`src/rtl/vga_text_pkg.sv`:
```
// -----------------------------------------------------------------------------
// vga_text_pkg
// Shared constants, FSM encoding and the double-dabble nibble adjust helper
// for the VGA coordinate scheduler.
// -----------------------------------------------------------------------------
package vga_text_pkg;

    localparam int COORD_W   = 10;
    localparam int BCD_W     = 12;
    localparam int SCRATCH_W = BCD_W + COORD_W;

    // Line number of the first vertical-blanking line
    localparam logic [9:0]         VBLANK_LINE = 10'd480;
    // Largest value that still fits in three BCD digits
    localparam logic [COORD_W-1:0] MAX_VAL     = 10'd999;

    // FSM encoding
    localparam logic [1:0] ST_IDLE   = 2'd0;
    localparam logic [1:0] ST_LOAD   = 2'd1;
    localparam logic [1:0] ST_SHIFT  = 2'd2;
    localparam logic [1:0] ST_COMMIT = 2'd3;

    // Double-dabble correction: a digit of 5 or more gets 3 added so that the
    // following left shift carries correctly into the next decimal digit.
    function automatic logic [3:0] dd_adjust(input logic [3:0] nib);
        logic [3:0] res;
        if (nib >= 4'd5) begin
            res = nib + 4'd3;
        end else begin
            res = nib;
        end
        return res;
    endfunction

    // Unsigned saturation to the three-digit range
    function automatic logic [COORD_W-1:0] clamp_coord(input logic [COORD_W-1:0] v);
        logic [COORD_W-1:0] res;
        if (v > MAX_VAL) begin
            res = MAX_VAL;
        end else begin
            res = v;
        end
        return res;
    endfunction

endpackage

```
`src/rtl/bcd_dd_step.sv`:
```
// -----------------------------------------------------------------------------
// bcd_dd_step
// One combinational double-dabble iteration on the scratch register
// {hundreds, tens, ones, binary}: adjust each BCD digit, then shift left by 1.
// Ports:
//   i_scratch  scratch value before this iteration
//   o_scratch  scratch value after adjust + shift
// -----------------------------------------------------------------------------
module bcd_dd_step
    import vga_text_pkg::*;
(
    input  logic [SCRATCH_W-1:0] i_scratch,
    output logic [SCRATCH_W-1:0] o_scratch
);

    logic [SCRATCH_W-1:0] w_adj;

    // Adjust the three BCD digits above the binary field, then shift
    always_comb begin
        w_adj = i_scratch;
        for (int j = 0; j < 3; j++) begin
            w_adj[COORD_W + 4*j +: 4] = dd_adjust(i_scratch[COORD_W + 4*j +: 4]);
        end
        o_scratch = {w_adj[SCRATCH_W-2:0], 1'b0};
    end

endmodule

```
`src/rtl/vga_coord_scheduler.sv`:
```
// -----------------------------------------------------------------------------
// vga_coord_scheduler
// Captures x/y/z once per frame at the start of vertical blanking, clamps them
// to 0..999, converts each to 3-digit BCD with one shared double-dabble step
// (one channel at a time) and publishes all nine digits in a single cycle.
// Ports:
//   clk, rst_n        pixel clock, synchronous active-low reset
//   counterY          current line from the sync generator
//   freeze            skip capture this frame (published digits hold)
//   x/y/z_coord       coordinate inputs
//   x/y/z_bcd         published {hundreds,tens,ones}
//   digits_valid      one-cycle pulse on publish
//   busy              conversion in flight
//   overrun           sticky: vblank edge seen while not idle
// -----------------------------------------------------------------------------
module vga_coord_scheduler
    import vga_text_pkg::*;
(
    input  logic               clk,
    input  logic               rst_n,
    input  logic [9:0]         counterY,
    input  logic               freeze,
    input  logic [COORD_W-1:0] x_coord,
    input  logic [COORD_W-1:0] y_coord,
    input  logic [COORD_W-1:0] z_coord,
    output logic [BCD_W-1:0]   x_bcd,
    output logic [BCD_W-1:0]   y_bcd,
    output logic [BCD_W-1:0]   z_bcd,
    output logic               digits_valid,
    output logic               busy,
    output logic               overrun
);

    localparam logic [3:0] BIT_LAST = 4'(COORD_W - 1);

    logic [1:0]           r_state;
    logic                 r_line_hit_q;
    logic [1:0]           r_ch;
    logic [3:0]           r_bit_cnt;
    logic [SCRATCH_W-1:0] r_scratch;
    logic [COORD_W-1:0]   r_snap_x, r_snap_y, r_snap_z;
    logic [BCD_W-1:0]     r_pend_x, r_pend_y, r_pend_z;
    logic [BCD_W-1:0]     r_x_bcd, r_y_bcd, r_z_bcd;
    logic                 r_digits_valid, r_busy, r_overrun;

    logic                 w_hit;
    logic                 w_vb_edge;
    logic [COORD_W-1:0]   w_snap_sel;
    logic [SCRATCH_W-1:0] w_step;

    assign w_hit     = (counterY == VBLANK_LINE);
    assign w_vb_edge = w_hit & ~r_line_hit_q;

    // Select the snapshot of the channel being loaded
    always_comb begin
        w_snap_sel = {COORD_W{1'b0}};
        case (r_ch)
            2'd0:    w_snap_sel = r_snap_x;
            2'd1:    w_snap_sel = r_snap_y;
            2'd2:    w_snap_sel = r_snap_z;
            default: w_snap_sel = {COORD_W{1'b0}};
        endcase
    end

    bcd_dd_step u_step (
        .i_scratch (r_scratch),
        .o_scratch (w_step)
    );

    // Scheduler FSM, conversion datapath and published outputs
    always_ff @(posedge clk) begin
        if (!rst_n) begin
            r_state        <= ST_IDLE;
            r_line_hit_q   <= 1'b0;
            r_ch           <= 2'd0;
            r_bit_cnt      <= 4'd0;
            r_scratch      <= {SCRATCH_W{1'b0}};
            r_snap_x       <= {COORD_W{1'b0}};
            r_snap_y       <= {COORD_W{1'b0}};
            r_snap_z       <= {COORD_W{1'b0}};
            r_pend_x       <= {BCD_W{1'b0}};
            r_pend_y       <= {BCD_W{1'b0}};
            r_pend_z       <= {BCD_W{1'b0}};
            r_x_bcd        <= {BCD_W{1'b0}};
            r_y_bcd        <= {BCD_W{1'b0}};
            r_z_bcd        <= {BCD_W{1'b0}};
            r_digits_valid <= 1'b0;
            r_busy         <= 1'b0;
            r_overrun      <= 1'b0;
        end else begin
            r_line_hit_q   <= w_hit;
            r_digits_valid <= 1'b0;
            // A new frame arriving before the previous one is published
            // is only flagged; the running conversion is left untouched.
            if (w_vb_edge && (r_state != ST_IDLE)) begin
                r_overrun <= 1'b1;
            end
            case (r_state)
                ST_IDLE: begin
                    if (w_vb_edge && !freeze) begin
                        r_snap_x <= clamp_coord(x_coord);
                        r_snap_y <= clamp_coord(y_coord);
                        r_snap_z <= clamp_coord(z_coord);
                        r_ch     <= 2'd0;
                        r_busy   <= 1'b1;
                        r_state  <= ST_LOAD;
                    end
                end
                ST_LOAD: begin
                    r_scratch <= {{BCD_W{1'b0}}, w_snap_sel};
                    r_bit_cnt <= 4'd0;
                    r_state   <= ST_SHIFT;
                end
                ST_SHIFT: begin
                    r_scratch <= w_step;
                    r_bit_cnt <= r_bit_cnt + 4'd1;
                    if (r_bit_cnt == BIT_LAST) begin
                        case (r_ch)
                            2'd0:    r_pend_x <= w_step[SCRATCH_W-1:COORD_W];
                            2'd1:    r_pend_y <= w_step[SCRATCH_W-1:COORD_W];
                            default: r_pend_z <= w_step[SCRATCH_W-1:COORD_W];
                        endcase
                        if (r_ch == 2'd2) begin
                            r_state <= ST_COMMIT;
                        end else begin
                            r_ch    <= r_ch + 2'd1;
                            r_state <= ST_LOAD;
                        end
                    end
                end
                ST_COMMIT: begin
                    r_x_bcd        <= r_pend_x;
                    r_y_bcd        <= r_pend_y;
                    r_z_bcd        <= r_pend_z;
                    r_digits_valid <= 1'b1;
                    r_busy         <= 1'b0;
                    r_state        <= ST_IDLE;
                end
                default: begin
                    r_busy  <= 1'b0;
                    r_state <= ST_IDLE;
                end
            endcase
        end
    end

    assign x_bcd        = r_x_bcd;
    assign y_bcd        = r_y_bcd;
    assign z_bcd        = r_z_bcd;
    assign digits_valid = r_digits_valid;
    assign busy         = r_busy;
    assign overrun      = r_overrun;

endmodule

```
`config.mk`:
```
export PLATFORM = sky130hd
export DESIGN_NAME = vga_coord_scheduler
export DESIGN_NICKNAME = d
export VERILOG_FILES = /design/src/rtl/vga_text_pkg.sv /design/src/rtl/bcd_dd_step.sv /design/src/rtl/vga_coord_scheduler.sv
export SDC_FILE = /design/constraint.sdc
export NUM_CORES = 1
export LEC_CHECK = 0
export CORE_ASPECT_RATIO = 1.25
export CORE_MARGIN = 8
export CORE_UTILIZATION = 49
export CTS_BUF_LIST = sky130_fd_sc_hd__clkbuf_4 sky130_fd_sc_hd__clkbuf_8 sky130_fd_sc_hd__clkbuf_16
export DETAILED_ROUTE_END_ITERATION = 10
export HOLD_SLACK_MARGIN = 0.02
export PLACE_DENSITY = 0.84
export SLEW_MARGIN = 20
export SYNTH_ARGS = -nofsm -noshare
export SYNTH_HDL_FRONTEND = slang
export SYNTH_SLANG_ARGS = --single-unit
```
`constraint.sdc`:
```
create_clock -name clk -period 1.9 [get_ports clk]
set_input_delay 0.285 -clock clk [delete_from_list [all_inputs] [get_ports clk]]
set_output_delay 0.285 -clock clk [all_outputs]
set_load 0.05 [all_outputs]
```
==> results.yml, run 1 <==
critical_path:
  startpoint_type: "flop"
  critPathRequiredTime_ps: 1620
  cp_max_fo: 2
  crit_family: "buffers and inverters"
  end_kind: "output port"
  path_cells: "clkdlybuf4s50_1"
  cp-startpoint: "z_bcd[10]"
  crit_type: "reg -> out"
  r2r_start: "r_state[0]"
  slowest_stage: "clkdlybuf4s50_1"
  cp.arrival_ps: 1590
  path_buf_inv: 1
  crit_path_max_incr_delay_ps: 810
logic_synthesis:
  yosysMostFrequentCell: "dfxtp_1"
  synth_nets: 671
  ys_async_sr_fraction_pct: 0
  synthTopCellsByArea: "dfxtp_1 (46%), mux2i_1 (8.0%), nand2_1 (6.4%)"
  yosysUniqueCellTypes: 45
  yosysTopAreaCellShare_pct: 46.2
  yosysWarnings: 0
  avgSynthCellArea_sq_um: 9.62
  ys_seq_area_share_pct: 46.2
  syn_area_sq_mm: 0.00589
  synth_cells: 612
  synth_edf_count: 0
  synthTopCellsByCount: "dfxtp_1 (136), nand2_1 (100), nor2b_1 (59)"
  ys.flop_type: "dfxtp_1"
  yosys.area.top_type: "dfxtp_1"
  ys_ff_latch: 136
power_and_ir_drop:
  vdd_ir_drop_max_uv: 575
  power.density_mw_per_mm2: 852
  p_leak_nw: 3.06
drt:
  wl_per_cell_um: 16.3
  dr.pass1.iters: 6
  wl_mm: 14.1
  drtAntennaViolNets: 0
  vias_per_cell: 5.52
  drc: 0
  drt_iter0_drc: 317
  vias: 4765
sta:
  slew-limit-headroom_pct: 60.9
  final-setup-viol-count: 0
  maxSlewViolCount: 0
  setup_slack_ps: 22.0
  fmax_mhz: 532
  fin_worst_skew_ps: 8.56
  holdWs_ps: 185
  fin_crit_ps: 1880
  fin_setup_tns_ps: 0
  worstMarginPinSlew_ps: 586
  rsz0062_at_grt: "true"
  fin_crit_sh_pct: 98.8
  finalHoldViolCount: 0
global_routing:
  grt_max_degree: 78
  grt-ovfl-total: 0
  grt_use_total_pct: 18.0
  grt_pass1_vias: 4804
  antenna_found_initial: 0
  grt_pass1_wl_mm: 23.0
layout:
  diodes: 0
  area_growth_pct: 28.8
  num-nets-final: 749
  drive_gt1_share_pct: 9.53
floorplan:
  fp.dieH_um: 139
  ios: 82
  die_w_um: 114
  start_util_pct: 50.4
  die_area_sq_mm: 0.0158
  row_count: 44
  core_area_sq_mm: 0.0117
clock_tree:
  clock_path_buffers: 2
  post_cts_buffers: 0
  cts.root.buffer_cell: "clkbuf_16"
  h-tree-depth: 4
  worstSkewPairLatency_ps: 420
  clkSinkCount: 136
  clk_pin_slew_ps: 60
  cts_buffers: 17
  cts_tree: "done"
place:
  gp_congestion: 0.797
  dp_slack_ps: -384
  dp_hpwl_mm: 9.58
  port_buffers: 81
min_path:
  min_from: "rst_n"
  min_path_type: "in -> reg"
outcome:
  status: "finished, final reports clean"
job:
  cap_violations: 0
[worst paths after layout]
kind                  endpoint  slack [ps]  cells past startpoint
hold reg to reg    r_snap_x[6]         460                      2
setup / recovery     z_bcd[10]          20                      1
setup reg to reg  r_pend_x[11]         120                      7
hold / removal    digits_valid         180                      2
[stage by stage]
step                      std cells  utilization [%]  power [mW]  instance area, sq um
after floorplan                 612                -        3.03                  5890
after global placement          831             59.2        3.14                  6910
after detailed placement        831             59.2        3.15                  6910
after CTS                       863             64.5        6.49                  7520
after global routing            864             65.0        6.66                  7580
final                           864             65.0        6.46                  7580
[cells in the final DEF, fill, tap and decap left out, types with 14 or more instances in the layout]
master and count:
mux2i_1 46, clkdlybuf4s50_1 69, dfxtp_1 136, o211a_1 33, nor2b_1 59, a21boi_0 17
clkbuf_16 17, inv_1 14, nand2_1 101, buf_4 16, a21boi_1 21
[kinds of logic (layout without fill, tap and decap cells)]
group / after synthesis / count (layout) / share of synthesized area, %
simple gates: 218 / 219 / 19.2
compound gates: 135 / 135 / 18.7
flops: 136 / 136 / 46.2
xor+xnor: 3 / 3 / 0.446
buf+inv: 57 / 147 / 4.04
fa+ha+maj: 16 / 16 / 3.40
mux: 47 / 47 / 7.99
[flip-flops by register name, indices dropped and copies added, names as in the netlist]
signal and count:
r_pend_x 12, z_bcd 12, x_bcd 12, r_snap_z 10, overrun 1, r_ch 2, y_bcd 12, r_pend_z 12
r_snap_x 10, digits_valid 1, busy 1, r_pend_y 12, r_bit_cnt 4, r_state 2, r_line_hit_q 1, r_snap_y 10
r_scratch 22
[power breakdown]
group | switching, mW | leakage, nW | internal (mW)
Combinational | 0.0878 | 1.67 | 0.130
Sequential | 0.00796 | 1.09 | 2.86
Clock | 1.27 | 0.297 | 2.10
Total | 1.37 | 3.06 | 5.10
[per-layer routing]
metal / part of all wire [%] / up-vias / wire (um) / track usage (%)
met2: 51 / 144 / 7230 / 31.5
met4: 2.6 / 0 / 361 / 6.82
met1: 40 / 2274 / 5670 / 19.9
met3: 5.7 / 32 / 798 / 5.49
li1: - / 2315 / - / -
met5: 0 / - / 0 / 0
[timing repair]
item / in CTS / in global routing
setup endpoints to repair: 0 / 23
hold buffers: 0 / 0
resized for setup: 0 / 19
[layout make-up]
| type | count | area [sq um] |
|---|---|---|
| inverters | 14 | 52.6 |
| clock buffers | 18 | 439 |
| flip-flops and latches | 136 | 2720 |
| clock inverters | 14 | 173 |
| fillers | 909 | 4090 |
| repair buffers | 101 | 1030 |
| well taps | 161 | 201 |
| multi-input cells | 420 | 2960 |
No activity file was read; power rests on OpenSTA's default activity.
==> inputs of run 2 (changes only) <==
CORE_ASPECT_RATIO = unset   (was 1.25)
==> results.yml, run 2 (same netlist as run 1, synthesis figures left out) <==
drt:
  drc: 0
  dr.pass1.iters: 4
  vias_per_cell: 5.54
  wl_met3_um: 873
  vias: 4754
  dr_wl_met2_mm: 6.89
  wl_mm: 14.1
  highest_layer: "met4"
  drtAntennaViolNets: 0
  wl_met1_mm: 5.96
  wl_per_cell_um: 16.4
  drt_iter0_drc: 341
layout:
  fin_area_sq_mm: 0.00763
  regMostFlops: "r_scratch"
  final_common_cell: "dfxtp_1"
  area_growth_pct: 29.5
  final_cell_mix: "dfxtp_1 (136), nand2_1 (101), clkdlybuf4s50_1 (67)"
  drive_gt1_share_pct: 11.3
  num-nets-final: 757
  largest_reg_flops: 22
  diodes: 0
  final_cells: 858
  fin_util_pct: 64.3
critical_path:
  cp.arrival_ps: 1570
  r2r_start: "r_state[0]"
  cp_max_fo: 2
  path_buf_inv: 1
  crit_type: "reg -> out"
  startpoint_type: "flop"
  critPathRequiredTime_ps: 1620
  path_cells: "clkdlybuf4s50_1"
  cp-startpoint: "x_bcd[9]"
  end_kind: "output port"
  r2r_slack_ps: 120
  slowest_stage: "clkdlybuf4s50_1"
  r2r_end: "r_pend_y[10]"
  reg2reg_depth: 8
  crit_path_max_incr_delay_ps: 810
  crit_path_end: "x_bcd[9]"
  crit_family: "buffers and inverters"
  path_depth: 1
sta:
  slew-limit-headroom_pct: 59.7
  maxSlewViolCount: 0
  fin_setup_tns_ps: 0
  final-setup-viol-count: 0
  fin_crit_ps: 1860
  fin_worst_skew_ps: 4.86
  finalHoldViolCount: 0
  fin_crit_sh_pct: 97.8
  fmax_mhz: 538
  worstMarginPinSlew_ps: 601
  holdWs_ps: 294
  setup_slack_ps: 41.7
  rsz0062_at_grt: "true"
power_and_ir_drop:
  vdd_ir_drop_max_uv: 637
  clock_power_share_pct: 50.9
  intPower_mw: 5.03
  seqPwrFrac_pct: 45.6
  p_total_mw: 6.30
  p_sw_share_pct: 20.2
  p_leak_nw: 3.09
  p_sw_mw: 1.28
  combPwrFrac_pct: 3.5
  power.density_mw_per_mm2: 826
clock_tree:
  cts_tree: "done"
  h-tree-depth: 4
  cts_buffers: 17
  worstSkewPairLatency_ps: 410
  clock_path_buffers: 2
  cts.root.buffer_cell: "clkbuf_16"
  clkSinkCount: 136
  clk_pin_slew_ps: 60
  postCtsHoldBufs: 0
floorplan:
  ios: 82
  die_w_um: 126
  row_count: 40
  core_area_sq_mm: 0.0119
  start_util_pct: 49.6
  die_area_sq_mm: 0.0158
  fp.dieH_um: 126
global_routing:
  antenna_found_initial: 0
  grt_max_degree: 77
  grt_pass1_wl_mm: 23.2
  grt_use_total_pct: 17.8
  grt-ovfl-total: 0
  grt_pass1_vias: 4908
place:
  dp.cells: 821
  dp_hpwl_mm: 9.62
  dp_slack_ps: -372
  gp_congestion: 0.785
  placed_cell_area_sq_mm: 0.00694
  port_buffers: 81
job:
  cap_violations: 0
outcome:
  status: "finished, final reports clean"
min_path:
  min_path_type: "in -> reg"
==> run 2: cell types whose count changed in the layout (fill, tap and decap cells not counted), moves of 2 or more <==
cell             change
buf_4                +7
inv_6                -2
clkbuf_4             +4
a21oi_2              +2
bufinv_16            -2
a21oi_1              -2
clkdlybuf4s50_1      -2
clkbuf_8             +4
clkinv_4             -3
dlygate4sd2_1        +3
==> run 2: worst min-delay path by stage <==
stage,startpoint,endpoint,cells after the start
after floorplan,x_coord[5],r_snap_x[5],2
after global placement,r_snap_y[4],r_snap_y[4],2
after detailed placement,r_snap_y[7],r_snap_y[7],2
after CTS,rst_n,overrun,2
final,rst_n,overrun,2
after global routing,rst_n,overrun,2
==> run 2: area by class of cell <==
cell class,instances,area [sq um]
Inverter,14,52.6
Clock buffer,26,524
Clock inverter,6,63.8
Timing Repair Buffer,109,1100
Multi-Input combinational cell,420,2980
Tap cell,147,184
Sequential cell,136,2720
Fill cell,915,4240
==> run 2: power by group through the flow <==
stage | Clock, mW | Combinational, mW | Sequential (mW)
2_1_floorplan | 0 | 0.101 | 2.93
3_3_place_gp | 0 | 0.217 | 2.93
6_report | 3.21 | 0.223 | 2.87
5_1_grt | 3.39 | 0.239 | 2.87
4_1_cts | 3.25 | 0.223 | 2.87
3_5_place_dp | 0 | 0.222 | 2.93
==> run 2: what timing repair did <==
action | CTS | global route
setup buffers | 0 | 4
setup endpoints to repair | 5 | 32
resized for setup | 5 | 21
pin swaps | 0 | 4
gates cloned | 0 | 1
==> run 2: per-layer routing <==
layer	track usage, %	vias to the layer above
met3	5.91	31
met5	0	-
met1	19.7	2254
li1	-	2325
met2	30.4	144
met4	8.45	0
